<file path="src/rtl/apb_master_arbiter.sv">
// Round-robin arbiter that shares one APB bus between NREQ requesters
// and sequences the SETUP/ACCESS phases for the granted owner.
module apb_master_arbiter #(
  parameter int NREQ    = 2,
  parameter int ADDR_W  = 5,
  parameter int DATA_W  = 32,
  parameter int TIMEOUT = 16
) (
  input  logic                     PCLK,
  input  logic                     PRESETn,
  input  logic [NREQ-1:0]          req_valid,
  input  logic [NREQ-1:0]          req_write,
  input  logic [NREQ*ADDR_W-1:0]   req_addr,
  input  logic [NREQ*DATA_W-1:0]   req_wdata,
  output logic [NREQ-1:0]          req_ack,
  output logic [DATA_W-1:0]        req_rdata,
  output logic                     req_err,
  output logic [NREQ-1:0]          grant,
  output logic                     PSEL,
  output logic                     PENABLE,
  output logic                     PWRITE,
  output logic [ADDR_W-1:0]        PADDR,
  output logic [DATA_W-1:0]        PWDATA,
  input  logic                     PREADY,
  input  logic [DATA_W-1:0]        PRDATA,
  input  logic                     PSLVERR
);

  localparam int PW = (NREQ > 1) ? $clog2(NREQ) : 1;
  localparam int CW = $clog2(TIMEOUT + 1);
  localparam logic [PW-1:0] PTR_RST = PW'(NREQ - 1);

  typedef enum logic [1:0] {
    IDLE,
    SETUP,
    ACCESS
  } state_e;

  state_e              state_q, state_d;
  logic [PW-1:0]       ptr_q, ptr_d;
  logic [NREQ-1:0]     grant_q, grant_d;
  logic                psel_q, psel_d;
  logic                penable_q, penable_d;
  logic                pwrite_q, pwrite_d;
  logic [ADDR_W-1:0]   paddr_q, paddr_d;
  logic [DATA_W-1:0]   pwdata_q, pwdata_d;
  logic [NREQ-1:0]     ack_q, ack_d;
  logic [DATA_W-1:0]   rdata_q, rdata_d;
  logic                err_q, err_d;
  logic [CW-1:0]       wcnt_q, wcnt_d;

  logic [NREQ-1:0]     elig;
  logic                found;
  logic [PW-1:0]       pick;
  logic [PW-1:0]       cand;
  int                  idx;

  // Search upward from the slot after the last owner; the requester
  // being acked this cycle is masked so it is not reissued.
  always_comb begin
    elig  = req_valid & ~ack_q;
    found = 1'b0;
    pick  = '0;
    cand  = '0;
    idx   = 0;
    for (int i = 0; i < NREQ; i++) begin
      idx  = (int'(ptr_q) + 1 + i) % NREQ;
      cand = PW'(idx);
      if (!found && elig[cand]) begin
        found = 1'b1;
        pick  = cand;
      end
    end
  end

  always_comb begin
    state_d   = state_q;
    ptr_d     = ptr_q;
    grant_d   = grant_q;
    psel_d    = psel_q;
    penable_d = penable_q;
    pwrite_d  = pwrite_q;
    paddr_d   = paddr_q;
    pwdata_d  = pwdata_q;
    ack_d     = '0;
    rdata_d   = rdata_q;
    err_d     = err_q;
    wcnt_d    = wcnt_q;
    unique case (state_q)
      IDLE: begin
        if (found) begin
          state_d   = SETUP;
          ptr_d     = pick;
          grant_d   = NREQ'(1) << pick;
          psel_d    = 1'b1;
          penable_d = 1'b0;
          pwrite_d  = req_write[pick];
          paddr_d   = req_addr[pick*ADDR_W +: ADDR_W];
          pwdata_d  = req_write[pick]
                    ? req_wdata[pick*DATA_W +: DATA_W]
                    : '0;
          wcnt_d    = '0;
        end
      end
      SETUP: begin
        state_d   = ACCESS;
        penable_d = 1'b1;
      end
      ACCESS: begin
        if (PREADY || wcnt_q == CW'(TIMEOUT - 1)) begin
          state_d   = IDLE;
          ack_d     = grant_q;
          grant_d   = '0;
          psel_d    = 1'b0;
          penable_d = 1'b0;
          if (PREADY) begin
            err_d = PSLVERR;
            if (!pwrite_q) rdata_d = PRDATA;
          end else begin
            // Slave never answered: force an error completion.
            err_d = 1'b1;
            if (!pwrite_q) rdata_d = '0;
          end
        end else begin
          wcnt_d = wcnt_q + CW'(1);
        end
      end
      default: state_d = IDLE;
    endcase
  end

  always_ff @(posedge PCLK) begin
    if (!PRESETn) begin
      state_q   <= IDLE;
      ptr_q     <= PTR_RST;
      grant_q   <= '0;
      psel_q    <= 1'b0;
      penable_q <= 1'b0;
      pwrite_q  <= 1'b0;
      paddr_q   <= '0;
      pwdata_q  <= '0;
      ack_q     <= '0;
      rdata_q   <= '0;
      err_q     <= 1'b0;
      wcnt_q    <= '0;
    end else begin
      state_q   <= state_d;
      ptr_q     <= ptr_d;
      grant_q   <= grant_d;
      psel_q    <= psel_d;
      penable_q <= penable_d;
      pwrite_q  <= pwrite_d;
      paddr_q   <= paddr_d;
      pwdata_q  <= pwdata_d;
      ack_q     <= ack_d;
      rdata_q   <= rdata_d;
      err_q     <= err_d;
      wcnt_q    <= wcnt_d;
    end
  end

  assign req_ack   = ack_q;
  assign req_rdata = rdata_q;
  assign req_err   = err_q;
  assign grant     = grant_q;
  assign PSEL      = psel_q;
  assign PENABLE   = penable_q;
  assign PWRITE    = pwrite_q;
  assign PADDR     = paddr_q;
  assign PWDATA    = pwdata_q;

endmodule

</file>
<file path="config.mk">
export PLATFORM = sky130hd
export DESIGN_NAME = apb_master_arbiter
export DESIGN_NICKNAME = d
export VERILOG_FILES = /design/src/rtl/apb_master_arbiter.sv
export SDC_FILE = /design/constraint.sdc
export NUM_CORES = 1
export LEC_CHECK = 0
export CORE_ASPECT_RATIO = 1.4
export CORE_UTILIZATION = 40
export CTS_CLUSTER_DIAMETER = 200
export DETAILED_ROUTE_END_ITERATION = 10
export PLACE_DENSITY = 0.81
export REMOVE_ABC_BUFFERS = 1
export SETUP_SLACK_MARGIN = 0.1
export SYNTH_ARGS = -nofsm -noshare
export SYNTH_HDL_FRONTEND = slang
export SYNTH_SLANG_ARGS = --single-unit
</file>
<file path="constraint.sdc">
create_clock -name PCLK -period 2.35 [get_ports PCLK]
set_input_delay 0.705 -clock PCLK [delete_from_list [all_inputs] [get_ports PCLK]]
set_output_delay 0.705 -clock PCLK [all_outputs]
set_load 0.03 [all_outputs]
</file>
==> results of run 1 <==
==> cell type report <==
cell class | count | area, sq um | area share [%]
multi-input cells | 274 | 1813 | 29.74
flip-flops and latches | 85 | 1702 | 27.91
clock buffers | 11 | 252.7 | 4.145
repair buffers | 207 | 2125 | 34.85
inverters | 2 | 7.507 | 0.1231
well taps | 107 | 133.9 | 2.196
clock inverters | 5 | 63.81 | 1.047
==> kinds of logic (layout without fill, tap and decap cells) <==
logic type               Yosys count  count (layout)  share of synthesized area, %
XOR/XNOR                           2               2                        0.4686
flip-flops                        85              85                         45.52
AND/OR/NAND/NOR                  145             145                         18.94
AO/OA/AOI/OAI                    125             125                         27.98
adder cells (fa/ha/maj)            2               2                        0.6692
buffers and inverters             38             225                         6.426
==> where the power goes <==
group | internal (uW) | total, uW | switching (uW)
combinational | 507 | 1040 | 528
sequential | 1540 | 1600 | 62.3
clock | 891 | 1480 | 589
==> sequential cells by signal, summed over array words and instances (netlist names), 2 cells and up <==
signal / flops
PADDR: 5
req_rdata: 32
PWDATA: 32
req_ack: 2
wcnt_q: 5
grant: 2
state_q: 2
==> path summary, 6_finish.rpt <==
check                     start            end  slack (ns)  cells after the start
setup / recovery         PWRITE         PWRITE        0.14                      1
hold / removal    req_rdata[11]  req_rdata[11]        0.45                      2
setup reg to reg      wcnt_q[0]  req_rdata[31]        0.46                      8
hold reg to reg   req_rdata[11]  req_rdata[11]        0.45                      2
==> placed cells by master, fill, tap and decap left out, drive strengths merged, types with 4 or more instances in the layout <==
master and instances:
a21boi 36, a21oi 11, a221oi 32, and3 5, buf 18, clkbuf 11
clkdlybuf4s50 189, dfxtp 85, inv 4, nand2 46, nand3 37, nor2 39
nor2b 4, nor3 4, o21a 4, o21ai 39
==> layer usage <==
| metal | GRT usage [%] | vias up |
|---|---|---|
| met4 | 9.040 | 0 |
| met5 | 0 | - |
| met1 | 26.27 | 1660 |
| li1 | - | 1777 |
| met3 | 7.703 | 20 |
| met2 | 41.08 | 162 |
==> per-stage QoR <==
| stage | cells | hold WS [ns] | util, % | power (uW) | setup WS [ns] |
|---|---|---|---|---|---|
| 2_1_floorplan | 361 | 0.4694 | - | 2110 | -0.3612 |
| 3_3_place_gp | 675 | 0.4371 | 64.02 | 2651 | 0.1231 |
| 3_5_place_dp | 675 | 0.4407 | 64.02 | 2666 | 0.03151 |
| 4_1_cts | 691 | 0.4497 | 67.53 | 4162 | 0.1269 |
| 5_1_grt | 691 | 0.4615 | 67.53 | 4298 | 0.1071 |
| 6_report | 691 | 0.4467 | 67.53 | 4119 | 0.1422 |
==> results_dict.tcl, run 1 <==
set metrics [dict create \
    crit_buf_inv 1 \
    syn_area_per_cell_sq_um 9.417 \
    start_kind "flip-flop" \
    cp_cell_sequence "clkdlybuf4s50_1" \
    drive_gt1_share_pct 12.67 \
    slew_headroom_pct 61.03 \
    fin_tns_setup_ns 0 \
    synth_top_area_share_pct 45.52 \
    fin_crit_sh_pct 93.95 \
    syn_area_sq_mm 0.003739 \
    diodes 0 \
    post_cts_resized 0 \
    core_sq_mm 0.009029 \
    io_buffers 190 \
    finalHoldViolCount 0 \
    antenna_found_initial 0 \
    cts_sinks 85 \
    p_leak_uw 0.002233 \
    placed_area_sq_mm 0.005781 \
    drt_iter0_drc 141 \
    final_cell_area_sq_mm 0.006097 \
    ir_worst_vdd_mv 0.4865 \
    fin_skew_ns 0.006593 \
    ys_warn_count 0 \
    critical_path_required_ns 1.64 \
    ys_async_sr_fraction_pct 0 \
    drt.antenna.violating_nets 0 \
    drc 0 \
    num_vias 3619 \
    grt_start_max_net_pins 39 \
    slew_violations 0 \
    grt_overflow 0 \
    clock_latency_ns 0.33 \
    synth.distinct_cells 38 \
    finalNetCount 695 \
    gp_congestion 0.7993 \
    synthTopCellsByCount "dfxtp_1, nand2_1, nor2_1, o21ai_0, nand3_1" \
    die_w_um 83.71 \
    path_clk_slew_ns 0.06 \
    post_cts_buffers 0 \
    slowest_stage "clkdlybuf4s50_1" \
    cts-root-buf "clkbuf_16" \
    p_per_area_mw_per_mm2 675.6 \
    synth.yosys.seq_area_share_pct 45.52 \
    die-area_sq_mm 0.009742 \
    drv_cap 0 \
    routedWlPerCell_um 16.15 \
    worstSetupEndpointType "output port" \
    wl_met1_mm 4.545 \
    cpLargestDelayFamily "buffers and inverters" \
    n_fill_cell 718 \
    cts_max_level 3 \
    cts_inserted_buffers 9 \
    rsz0062_at_grt "no" \
    cp_slowest_stage_delay_ns 0.74 \
    synth-edff-count 0 \
    arrival_ns 1.50 \
    drt-pass1-iter-count 4 \
    run_status "finished, final reports clean" \
    die_h_um 116.4 \
    grt_usage_pct 23.34 \
    hold_class "reg -> reg" \
    critical_path_class "reg -> out" \
    syn_inst 397 \
    synth_area_leader_cell "dfxtp_1" \
    synth_flop_cell "dfxtp_1" \
    wl_met2_mm 5.452 \
    period_minus_slack_ns 2.208 \
    initial_core_util_pct 41.41 \
    worstMarginPinSlew_ns 0.5846 \
    top_layer "met4" \
    cts_buffer_depth 2 \
    row_count 41 \
    finalSetupViolations 0 \
    viasPerCell 5.237 \
    dp_hpwl_mm 8.206 \
    met3WireLength_um 931 \
    cts_tree "built" \
    design.portCount 191 \
    wirelength_mm 11.16 \
    synthToLayoutAreaGrowth_pct 63.09 \
    ys_ff_latch 85 \
    grt_pass1_wl_mm 17.89 \
    yosysMostFrequentCell "dfxtp_1" \
    worstPathMaxFanout 4 \
    fmax_ghz 0.4529 \
    grt_pass1_vias 3708 \
    hold_buffers 0 \
    yosys-top-cells-area "dfxtp_1, a221oi_2, o21ai_0, nand3_1, a21boi_0" \
]
Power figures use the tool's default switching activity.
==> inputs of run 2 (changes only) <==
--- a/config.mk
+++ b/config.mk
@@ -5,6 +5,7 @@
 export SDC_FILE = /design/constraint.sdc
 export NUM_CORES = 1
 export LEC_CHECK = 0
+export CAP_MARGIN = 10
 export CORE_ASPECT_RATIO = 1.4
 export CORE_UTILIZATION = 40
 export CTS_CLUSTER_DIAMETER = 200
==> results of run 2 <==
Final layout, timing and power as in run 1 (identical DEF).
==> inputs of run 3 (changes only) <==
--- a/config.mk
+++ b/config.mk
@@ -6,11 +6,13 @@
 export NUM_CORES = 1
 export LEC_CHECK = 0
 export CAP_MARGIN = 10
+export CELL_PAD_IN_SITES_DETAIL_PLACEMENT = 0
+export CELL_PAD_IN_SITES_GLOBAL_PLACEMENT = 2
 export CORE_ASPECT_RATIO = 1.4
-export CORE_UTILIZATION = 40
+export CORE_UTILIZATION = 22
 export CTS_CLUSTER_DIAMETER = 200
 export DETAILED_ROUTE_END_ITERATION = 10
-export PLACE_DENSITY = 0.81
+export PLACE_DENSITY_LB_ADDON = 0.1
 export REMOVE_ABC_BUFFERS = 1
 export SETUP_SLACK_MARGIN = 0.1
 export SYNTH_ARGS = -nofsm -noshare
==> results_dict.tcl, run 3 (synthesized netlist as in run 1, its figures left out) <==
set metrics [dict create \
    rr_startpoint "wcnt_q[0]" \
    cts_inserted_buffers 9 \
    whs_ns 0.4474 \
    hold_end "req_rdata[14]" \
    die_w_um 112.2 \
    core_sq_mm 0.01668 \
    cpLargestDelayFamily "buffers and inverters" \
    cts_buffer_depth 2 \
    gp_congestion 0.6954 \
    p_sw_uw 1176 \
    routedWlPerCell_um 15.94 \
    hold_buffers 0 \
    p_per_area_mw_per_mm2 651.6 \
    row_count 56 \
    clock_latency_ns 0.34 \
    grt_pass1_vias 3759 \
    critical_path_required_ns 1.64 \
    drt_iter0_drc 144 \
    worstSetupEndpointType "output port" \
    arrival_ns 1.43 \
    synthToLayoutAreaGrowth_pct 65.50 \
    hold_class "reg -> reg" \
    crit_start "req_ack[0]" \
    final_common_cell "clkdlybuf4s50_1" \
    post_cts_buffers 0 \
    initial_core_util_pct 22.42 \
    min-delay-start "req_rdata[14]" \
    fmax_ghz 0.4675 \
    setup.reg_to_reg.worst_slack_ns 0.50 \
    final_cell_area_sq_mm 0.006187 \
    slew_violations 0 \
    ir_worst_vdd_mv 0.2912 \
    drive_gt1_share_pct 12.35 \
    slowest_stage "clkdlybuf4s50_1" \
    cp_slowest_stage_delay_ns 0.73 \
    grt_usage_pct 14.56 \
    cts_sinks 85 \
    num_vias 3548 \
    run_status "finished, violations left" \
    rsz0062_at_grt "no" \
    power.internal_uw 2855 \
    post_cts_resized 0 \
    fin_tns_setup_ns 0 \
    switching_share_pct 29.17 \
    cts_max_level 3 \
    drv_cap 0 \
    reg2reg_depth 7 \
    cts_tree "built" \
    path_clk_slew_ns 0.06 \
    io_buffers 190 \
    worstMarginPinSlew_ns 0.4725 \
    multi_input_area_sq_mm 0.001813 \
    die_h_um 156.2 \
    viasPerCell 4.514 \
    regArea_sq_mm 0.001702 \
    critical_path_class "reg -> out" \
    p_comb_share_pct 26.2 \
    mostFrequentLayoutCells "clkdlybuf4s50_1, dfxtp_1, nand2_1, nor2_1, o21ai_0" \
    die-area_sq_mm 0.01753 \
    dp_hpwl_mm 8.777 \
    fin_crit_sh_pct 91.03 \
    drt.antenna.violating_nets 0 \
    slew_headroom_pct 68.50 \
    reg2reg_to "wcnt_q[0]" \
    antenna_found_initial 0 \
    grt_pass1_wl_mm 19.73 \
    drc 16 \
    worstPathMaxFanout 3 \
    violations "design-rule violations" \
    design.portCount 191 \
    finalNetCount 695 \
    cp_cell_sequence "clkdlybuf4s50_1" \
    n_fill_cell 1730 \
    period_minus_slack_ns 2.139 \
    drt-pass1-iter-count 7 \
    grt_overflow 0 \
    start_kind "flip-flop" \
    p_leak_uw 0.002220 \
    placed_area_sq_mm 0.005901 \
    finalSetupViolations 0 \
    fin_skew_ns 0.008290 \
    wirelength_mm 12.53 \
    diodes 0 \
    seqPwrFrac_pct 39.6 \
    cts-root-buf "clkbuf_16" \
    finalHoldViolCount 0 \
    grt_start_max_net_pins 35 \
    crit_buf_inv 1 \
    pwr-share-clk_pct 34.2 \
    hold-path-cell-count 2 \
]
[run 3: cell count changes in the layout (fill, tap and decap cells not counted)]
cell	previous run	this run
clkinv_4	1	0
bufinv_16	1	0
inv_6	2	1
clkbuf_1	0	1
clkbuf_8	2	3
[run 3: cell type report]
class                           count  area share (%)
Timing Repair Buffer              207           34.34
Multi-Input combinational cell    274           29.30
Clock buffer                       13           4.368
Tap cell                          203           4.105
Sequential cell                    85           27.50
Clock inverter                      2          0.2629
Inverter                            2          0.1213
[run 3: how the worst max path moves through the flow]
| stage | end | cells after the start |
|---|---|---|
| floorplan | wcnt_q[0] | 4 |
| global placement | PWDATA[29] | 6 |
| detailed placement | PADDR[2] | 6 |
| CTS | req_ack[0] | 1 |
| global route | grant[0] | 1 |
| finish | req_ack[0] | 1 |
[run 3: routing by layer]
| metal | GRT usage [%] | share of wire (%) | routed length (um) | vias to the layer above |
|---|---|---|---|---|
| li1 | - | - | - | 1783 |
| met1 | 16.24 | 41 | 5144 | 1612 |
| met2 | 24.31 | 46 | 5775 | 139 |
| met3 | 5.732 | 11 | 1332 | 14 |
| met4 | 6.794 | 2.2 | 278 | 0 |
| met5 | 0 | 0 | 0 | - |
[run 3: worst reg2reg max path, cell delays in order, from the launching register on]
cell and delay (ns):
dfxtp_1 0.33, ha_1 0.21, and3_1 0.19, ha_1 0.23, nor2_1 0.28, nand2_1 0.15
and3_1 0.20, o21a_1 0.15
[run 3: power by group through the flow]
stage,clock [uW],combinational (uW),sequential [uW]
global route,1510,1130,1610
CTS,1440,1080,1600
finish,1380,1060,1600
floorplan,0,302,1810
global placement,0,1070,1630
detailed placement,0,1070,1630
[run 3: stage by stage]
| step | power [uW] | util, % | setup slack (ns) | std cells |
|---|---|---|---|---|
| floorplan | 2110 | - | -0.3612 | 361 |
| global placement | 2697 | 35.38 | 0.08643 | 771 |
| detailed placement | 2697 | 35.38 | 0.07754 | 771 |
| CTS | 4112 | 37.10 | 0.1791 | 786 |
| global route | 4251 | 37.10 | 0.1432 | 786 |
| finish | 4031 | 37.10 | 0.2109 | 786 |
